**config.mk**
```make
export PLATFORM = sky130hd
export DESIGN_NAME = rf_mp_sb
export DESIGN_NICKNAME = d
export VERILOG_FILES = /design/src/rtl/rf_pkg.sv /design/src/rtl/rf_scoreboard.sv /design/src/rtl/rf_mp_sb.sv
export SDC_FILE = /design/constraint.sdc
export NUM_CORES = 2
export LEC_CHECK = 0
export ABC_AREA = 0
export CORE_MARGIN = 5
export CORE_UTILIZATION = 68
export CTS_CLUSTER_DIAMETER = 150
export DETAILED_ROUTE_END_ITERATION = 10
export GPL_ROUTABILITY_DRIVEN = 0
export PLACE_DENSITY = 0.95
export SETUP_SLACK_MARGIN = 0.4
export SLEW_MARGIN = 10
export SYNTH_ARGS = -nofsm -noshare
export SYNTH_HDL_FRONTEND = slang
export SYNTH_SLANG_ARGS = --single-unit
```
**constraint.sdc**
```tcl
create_clock -name i_clk -period 3.9 [get_ports i_clk]
set_input_delay 0.39 -clock i_clk [delete_from_list [all_inputs] [get_ports i_clk]]
set_output_delay 0.39 -clock i_clk [all_outputs]
set_load 0.05 [all_outputs]
```
**src/rtl/rf_pkg.sv**
```systemverilog
// Shared defaults and helpers for the multi-port register file.
// Latency: n/a (declarations only).
// Backpressure: n/a.
package rf_pkg;

    localparam int XLEN_DEF  = 32;
    localparam int DEPTH_DEF = 32;
    localparam int AW_DEF    = $clog2(DEPTH_DEF);

    // Widest write-port count the block supports; hit vectors are sized to it.
    localparam int RF_MAX_WR = 2;

    typedef struct packed {
        logic vld;  // at least one write port matched
        logic idx;  // index of the winning (highest) matching port
    } wr_sel_t;

    // Picks the highest-index write port whose hit bit is set.
    function automatic wr_sel_t rf_sel_wr(input logic [RF_MAX_WR-1:0] hit);
        wr_sel_t sel;
        sel.vld = |hit;
        sel.idx = hit[1];
        return sel;
    endfunction

endpackage

```
**src/rtl/rf_scoreboard.sv**
```systemverilog
// Per-register write-pending (busy) bits; set on issue, cleared on writeback.
// Latency: set/clear take effect at the next rising edge; output is registered.
// Backpressure: none; set beats clear on the same register in the same cycle.
// Ports: i_clr_vec one bit per register to clear, i_set/i_set_addr issue marking,
//        o_busy_vec registered busy bits with bit 0 held at 0.
module rf_scoreboard #(
    parameter int DEPTH = 32,
    parameter int AW    = $clog2(DEPTH)
) (
    input  logic             i_clk,
    input  logic             i_rst_n,
    input  logic [DEPTH-1:0] i_clr_vec,
    input  logic             i_set,
    input  logic [AW-1:0]    i_set_addr,
    output logic [DEPTH-1:0] o_busy_vec
);

    logic [DEPTH-1:0] busy_q;
    logic [DEPTH-1:0] busy_d;

    always_comb begin
        busy_d = busy_q & ~i_clr_vec;
        // Applied after the clear so a new producer (WAW) keeps the bit set.
        if (i_set && (i_set_addr != '0)) begin
            busy_d[i_set_addr] = 1'b1;
        end
        busy_d[0] = 1'b0;
    end

    always_ff @(posedge i_clk or negedge i_rst_n) begin
        if (!i_rst_n) begin
            busy_q <= '0;
        end else begin
            busy_q <= busy_d;
        end
    end

    assign o_busy_vec = busy_q;

endmodule

```
**src/rtl/rf_mp_sb.sv**
```systemverilog
// Multi-port register file (x0 hardwired to zero) with integrated busy scoreboard.
// Latency: reads combinational (optional same-cycle write bypass); writes/busy at next edge.
// Backpressure: none; issue logic must check o_rs_busy before asserting i_sb_set.
// Ports: i_rs_raddr/o_rs_rdata/o_rs_busy per read port k at [k*AW]/[k*XLEN]/[k];
//        i_rd_wen/i_rd_waddr/i_rd_wdata per write port (higher index wins);
//        i_sb_set/i_sb_addr mark a destination busy; o_busy_vec raw busy bits.
module rf_mp_sb
    import rf_pkg::*;
#(
    parameter int XLEN      = XLEN_DEF,
    parameter int DEPTH     = DEPTH_DEF,
    parameter int NUM_RD    = 2,
    parameter int NUM_WR    = 2,
    parameter int BYPASS_EN = 1,
    localparam int AW       = $clog2(DEPTH)
) (
    input  logic                   i_clk,
    input  logic                   i_rst_n,
    input  logic [NUM_RD*AW-1:0]   i_rs_raddr,
    output logic [NUM_RD*XLEN-1:0] o_rs_rdata,
    output logic [NUM_RD-1:0]      o_rs_busy,
    input  logic [NUM_WR-1:0]      i_rd_wen,
    input  logic [NUM_WR*AW-1:0]   i_rd_waddr,
    input  logic [NUM_WR*XLEN-1:0] i_rd_wdata,
    input  logic                   i_sb_set,
    input  logic [AW-1:0]          i_sb_addr,
    output logic [DEPTH-1:0]       o_busy_vec
);

    logic [XLEN-1:0]      mem_q [DEPTH];
    logic [XLEN-1:0]      mem_d [DEPTH];
    logic [DEPTH-1:0]     clr_vec;
    logic [AW-1:0]        raddr;
    logic [RF_MAX_WR-1:0] hit;
    wr_sel_t              sel;

    // Ascending port order makes the highest-index port's data the one stored.
    always_comb begin
        mem_d   = mem_q;
        clr_vec = '0;
        for (int j = 0; j < NUM_WR; j++) begin
            if (i_rd_wen[j] && (i_rd_waddr[j*AW +: AW] != '0)) begin
                mem_d[i_rd_waddr[j*AW +: AW]]   = i_rd_wdata[j*XLEN +: XLEN];
                clr_vec[i_rd_waddr[j*AW +: AW]] = 1'b1;
            end
        end
        mem_d[0] = '0;
    end

    always_ff @(posedge i_clk or negedge i_rst_n) begin
        if (!i_rst_n) begin
            for (int i = 0; i < DEPTH; i++) begin
                mem_q[i] <= '0;
            end
        end else begin
            mem_q <= mem_d;
        end
    end

    rf_scoreboard #(
        .DEPTH (DEPTH),
        .AW    (AW)
    ) u_sb (
        .i_clk      (i_clk),
        .i_rst_n    (i_rst_n),
        .i_clr_vec  (clr_vec),
        .i_set      (i_sb_set),
        .i_set_addr (i_sb_addr),
        .o_busy_vec (o_busy_vec)
    );

    // Read muxes. Bypass is gated by reset so every port reads 0 while in reset.
    always_comb begin
        o_rs_rdata = '0;
        o_rs_busy  = '0;
        raddr      = '0;
        hit        = '0;
        sel        = '0;
        for (int k = 0; k < NUM_RD; k++) begin
            raddr = i_rs_raddr[k*AW +: AW];
            hit   = '0;
            for (int j = 0; j < NUM_WR; j++) begin
                hit[j] = (BYPASS_EN != 0) && i_rst_n && i_rd_wen[j]
                         && (i_rd_waddr[j*AW +: AW] == raddr);
            end
            sel = rf_sel_wr(hit);
            if (raddr == '0) begin
                o_rs_rdata[k*XLEN +: XLEN] = '0;
                o_rs_busy[k]               = 1'b0;
            end else if (sel.vld) begin
                o_rs_rdata[k*XLEN +: XLEN] = i_rd_wdata[int'(sel.idx)*XLEN +: XLEN];
                o_rs_busy[k]               = 1'b0;
            end else begin
                o_rs_rdata[k*XLEN +: XLEN] = mem_q[raddr];
                o_rs_busy[k]               = o_busy_vec[raddr];
            end
        end
    end

endmodule
```
==> key figures, run 1 <==
Clocking
  – CTS H-tree depth: 3
  – CTS max path bufs: 3
  – Clk sinks: 1023
  – Setup bufs post-CTS: 0
  – Clk root buf: clkbuf_16
  – Total CTS buffers: 104

Synth
  – Syn Inst Count: 6517
  – Synth top area cells: dfrtp_1 (39%), mux2i_1 (14%), mux4_2 (14%), a21oi_1 (6.5%), nor2_1 (4.6%)
  – Post-synth top area cell: dfrtp_1
  – Mux cell area share after synthesis: 30.91%
  – Synth Area in Compound Gates: 14.61%
  – Simple-Gate Fraction of Synth Area: 9.715%
  – EDFF count, synth: 0
  – Ys flop type: dfrtp_1
  – Yosys warns: 0
  – Synth Area in Adders: 0%
  – Post-synth ARST share: 100.0%
  – Largest family of logic cells by synthesized area: multiplexers
  – Top-area cell type share of the netlist area: 38.52%
  – Cell variety after synth: 61
  – FF+latch count, synth: 1023
  – Post-Syn Area: 0.06645 mm2
  – Syn nets: 6611
  – Top post-synthesis cells by count: dfrtp_1 (1023), mux2i_1 (934), a21oi_1 (866), nor2_1 (821), clkbuf_1 (520)
  – Avg Cell Area, Syn: 10.20 um2
  – Most common cell in the synthesized netlist: dfrtp_1
  – Xor/xnor cell area share of the yosys netlist: 0.2636%
  – Sequential share of the synthesized area: 38.52%

Floorplan
  – Row count: 114
  – Starting Density: 68.61%
  – I/O pin cnt: 192
  – Chip width: 322.6 um
  – Die Ht: 322.6 um

Place
  – Area after DPL: 0.07051 mm2
  – I/O Buffers: 190
  – DP Wirelength: 168100 um

Global routing
  – First-pass GRT wire length: 553400 um
  – Grt total ovfl: 2
  – Vias in the first global route: 80764
  – Largest net degree at the start of global routing: 176
  – Total Routing Usage GR: 72.33%

Status
  – Stop err: [ERROR GRT-0116] Global routing finished with congestion. Check the congestion regions in the DRC Viewer.
  – Outcome: did not finish
  – Stopped at: global routing
stage by stage:
| step | hold WS (ps) | setup WS [ps] | util (%) | cells |
|---|---|---|---|---|
| 2_1_floorplan | 94.41 | 633.7 | - | 6517 |
| 3_5_place_dp | 301.5 | 186.6 | 72.80 | 7478 |
| 3_3_place_gp | 301.8 | 217.7 | 72.80 | 7478 |
| 4_1_cts | 318.8 | 371.7 | 76.63 | 7670 |
cells by family after synthesis:
group / count (synthesis)
XOR/XNOR: 20
AO/OA/AOI/OAI: 1605
other: 1
flip-flops: 1023
multiplexers: 1527
AND/OR/NAND/NOR: 1464
buffers and inverters: 877
layer usage:
layer,global-route usage (%),overflow
met5,48.93,0
met4,67.08,0
met3,69.07,1
met2,82.26,1
met1,70.10,0
timing repair:
item | in CTS
hold buffers | 2
hold endpoints to repair | 30
resized for setup | 22
cloned | 0
pin swaps | 2
endpoints found under the setup margin | 63
==> run 2: changes to the inputs <==
--- a/config.mk
+++ b/config.mk
@@ -7,12 +7,10 @@
 export LEC_CHECK = 0
 export ABC_AREA = 0
 export CORE_MARGIN = 5
-export CORE_UTILIZATION = 68
-export CTS_CLUSTER_DIAMETER = 150
+export CORE_UTILIZATION = 40
 export DETAILED_ROUTE_END_ITERATION = 10
 export GPL_ROUTABILITY_DRIVEN = 0
-export PLACE_DENSITY = 0.95
-export SETUP_SLACK_MARGIN = 0.4
+export PLACE_DENSITY_LB_ADDON = 0.15
 export SLEW_MARGIN = 10
 export SYNTH_ARGS = -nofsm -noshare
 export SYNTH_HDL_FRONTEND = slang
==> run 2 against run 1 <==
  * The flow now finishes, with violations (negative setup slack)
  * Area after synthesis unchanged
  * Synthesized cell count did not move
==> key figures, run 2 <==
Worst setup path
  – Delay-heaviest family, CP: simple AND/OR/NAND/NOR gates
  – Crit path buf inv count: 2
  – Register-to-Register Path Depth: 1
  – Beginning of the critical path: i_rd_waddr[6]
  – Startpoint Class: input port
  – WP depth: 7
  – Crit path DAT: 3510 ps
  – Required @ worst endpoint: 3510 ps
  – Cell chain of the critical path: clkdlybuf4s50_1 > xor2_1 > nor4_2 > and4_2 > nor4_1 > a221oi_1 > buf_12
  – Kind of critical path: input port to output port
  – Worst Setup End Kind: output port
  – Worst-path maximum fanout: 4
  – Reg-to-reg endpoint: u_sb.o_busy_vec[1]
  – Critical Path Sink: o_rs_rdata[31]
  – CP max stage cell: a221oi_1
  – Highest cell delay on the worst timing path: 1030 ps
  – FF-to-FF Start: u_sb.o_busy_vec[1]
  – R2R Setup Slk: 2960 ps

STA
  – Tightest Pin Transition: 1218 ps
  – Final setup margin: -2.362 ps
  – Hold Fails Final Rpt: 0
  – Setup Skew: 0 ps
  – Fin crit period: 3902 ps
  – Slew Viols, Final: 0
  – Fmax: 256.3 MHz
  – Setup repair after global routing missed its margin: false
  – Endpoints failing setup: 1
  – Tcrit/Tclk final: 100.1%
  – Worst hold margin: 92.89 ps
  – Max-slew headroom: 18.82%

Power
  – Switching power of the nets: 0.01306 W
  – Combinational Power Share: 30.2%
  – Clk pwr share: 29.5%
  – Tot Pwr: 0.03932 W
  – Switching Share: 33.22%
  – Internal power: 0.02626 W
  – Power per cell area: 514.0 mW/mm2
  – Sequential fraction of design power: 40.3%
  – Static leakage: 32.33 nW
  – Max IR drop VDD: 388.5 uV

Finish
  – Fillcell total: 15301
  – Core Util, Final: 46.36%
  – Post-layout net count: 6498
  – Final cell area excluding filler cells: 0.07649 mm2
  – Most common cell after layout, fill and taps aside: dfrtp_1
  – Area overhead of the layout relative to synthesis: 15.11%
  – Max FFs per register: 992
  – Most frequent cells in the layout: dfrtp_1 (1023), mux2i_1 (934), a21oi_1 (866)
  – Share of layout cells above drive strength 1: 21.40%
  – Top reg by flops: mem_q
  – Finished Layout Cells: 8697

Synth
  – FF+latch count, synth: 1023 (unchanged)
  – Sequential share of the synthesized area: 38.52% (unchanged)
  – Ys flop type: dfrtp_1
  – EDFF count, synth: 0 (unchanged)
  – Syn nets: 6611 (unchanged)
  – Post-Syn Area: 0.06645 mm2 (unchanged)
  – Avg Cell Area, Syn: 10.20 um2 (unchanged)
  – Yosys warns: 0 (unchanged)
  – Synth top area cells: dfrtp_1 (39%), mux2i_1 (14%), mux4_2 (14%), a21oi_1 (6.5%), nor2_1 (4.6%)
  – Top post-synthesis cells by count: dfrtp_1 (1023), mux2i_1 (934), a21oi_1 (866), nor2_1 (821), clkbuf_1 (520)
  – Syn Inst Count: 6517 (unchanged)
  – Post-synth ARST share: 100.0% (unchanged)
  – Post-synth top area cell: dfrtp_1
  – Cell variety after synth: 61 (unchanged)
  – Most common cell in the synthesized netlist: dfrtp_1
  – Top-area cell type share of the netlist area: 38.52% (unchanged)

Clocking
  – CTS tree: done
  – CTS H-tree depth: 3 (unchanged)
  – Total CTS buffers: 118 (+13%)
  – Clk sinks: 1023 (unchanged)
  – Worst-path clk slew: 60 ps
  – Worst-Skew Late Latency: 750 ps
  – CTS max path bufs: 3 (unchanged)
  – Clk root buf: clkbuf_16

Floorplan
  – Starting Density: 40.28% (-28 points)
  – Row count: 149 (+31%)
  – Chip width: 417.6 um (+29%)
  – I/O pin cnt: 192 (unchanged)
  – Core area: 0.1650 mm2
  – Die ar.: 0.1744 mm2
  – Die Ht: 417.6 um (+29%)

Global routing
  – Total Routing Usage GR: 32.33%
  – Initial antenna violation count: 10
  – Vias in the first global route: 53927
  – Grt total ovfl: 0
  – First-pass GRT wire length: 413600 um
  – Largest net degree at the start of global routing: 157

Place
  – Placed cell count: 8472 (+13%)
  – Area after DPL: 0.07251 mm2 (+2.8%)
  – I/O Buffers: 190 (unchanged)
  – DP Wirelength: 183800 um (+9.3%)

Status
  – Outcome: finished, violations left
  – Violated checks: negative setup slack

Route
  – DR vias: 56001
  – Final ANT Viol Nets: 0
  – Met2 Wirelength: 126500 um
  – Routed vias/inst: 6.439
  – Drc violations: 0
  – Max Used Layer: met5
  – Metal-1 WL: 114000 um
  – Routed WL: 288500 um
  – First drt pass iteration count: 6
  – DR iter-0 viols: 6779
  – Met3 wire len: 30130 um
  – Routed wire per std cell: 33.18 um

Flow run
  – Max-Cap Viols: 0

Min path
  – Worst hold path class: input port to asynchronous set/reset pin
[run 2: cell counts after synthesis]
No cell type changed its count.
[run 2: timing repair]
action,CTS,global route
setup buffers,0,0
endpoints found under the setup margin,0,2
hold buffers,1,0
hold endpoints to repair,62,0
resized for setup,0,2
[run 2: metrics by stage]
| step | worst slack [ps] | setup TNS [ps] |
|---|---|---|
| after global placement | 28.03 | 0 |
| final | -2.362 | -2.362 |
| after floorplan | 633.7 | 0 |
| after CTS | 2.748 | 0 |
| after detailed placement | 11.56 | 0 |
| after global routing | 14.18 | 0 |
[run 2: power groups by stage]
stage	combinational [W]	clock [W]	sequential, W
floorplan	0.00796	0	0.0153
global placement	0.0116	0	0.0158
detailed placement	0.0118	0	0.0159
CTS	0.0118	0.0117	0.0158
global route	0.0127	0.0121	0.0162
finish	0.0119	0.0116	0.0158
[run 2: cells by family after synthesis]
logic type	after synthesis	share of synthesized area (%)
AOI/OAI and AO/OA	1605	14.61
and+or+nand+nor	1464	9.715
buffers and inverters	877	5.967
DFF	1023	38.52
muxes	1527	30.91
xor gates and xnor gates	20	0.2636
other	1	0.005643
[run 2: worst min path at each step]
stage	from	endpoint	slack (ps)	depth (start not counted)
floorplan	i_rst_n	mem_q[0]	90	0
global placement	i_rst_n	mem_q[40]	280	1
detailed placement	i_rst_n	mem_q[39]	280	1
CTS	i_rst_n	mem_q[39]	60	2
global route	i_rst_n	mem_q[39]	110	2
finish	i_rst_n	mem_q[39]	90	2
[run 2: layout make-up]
cell class | instances | area [um2] | share of cell area [%]
antenna | 8 | 20.02 | 0.02617
clock buffer | 180 | 3477 | 4.546
clock inverter | 36 | 466.7 | 0.6101
inverter | 36 | 135.1 | 0.1767
multi-input combinational | 4617 | 37390 | 48.88
sequential | 1023 | 25600 | 33.47
tap | 2189 | 2739 | 3.581
timing repair buffer | 608 | 6663 | 8.710
[run 2: layer usage]
| metal | global-route usage (%) | vias up |
|---|---|---|
| met5 | 0 | - |
| met2 | 48.47 | 3169 |
| met1 | 42.94 | 28163 |
| met4 | 17.10 | 8 |
| li1 | - | 23882 |
| met3 | 8.752 | 779 |
Note: power is estimated with default switching activity, not from simulation.
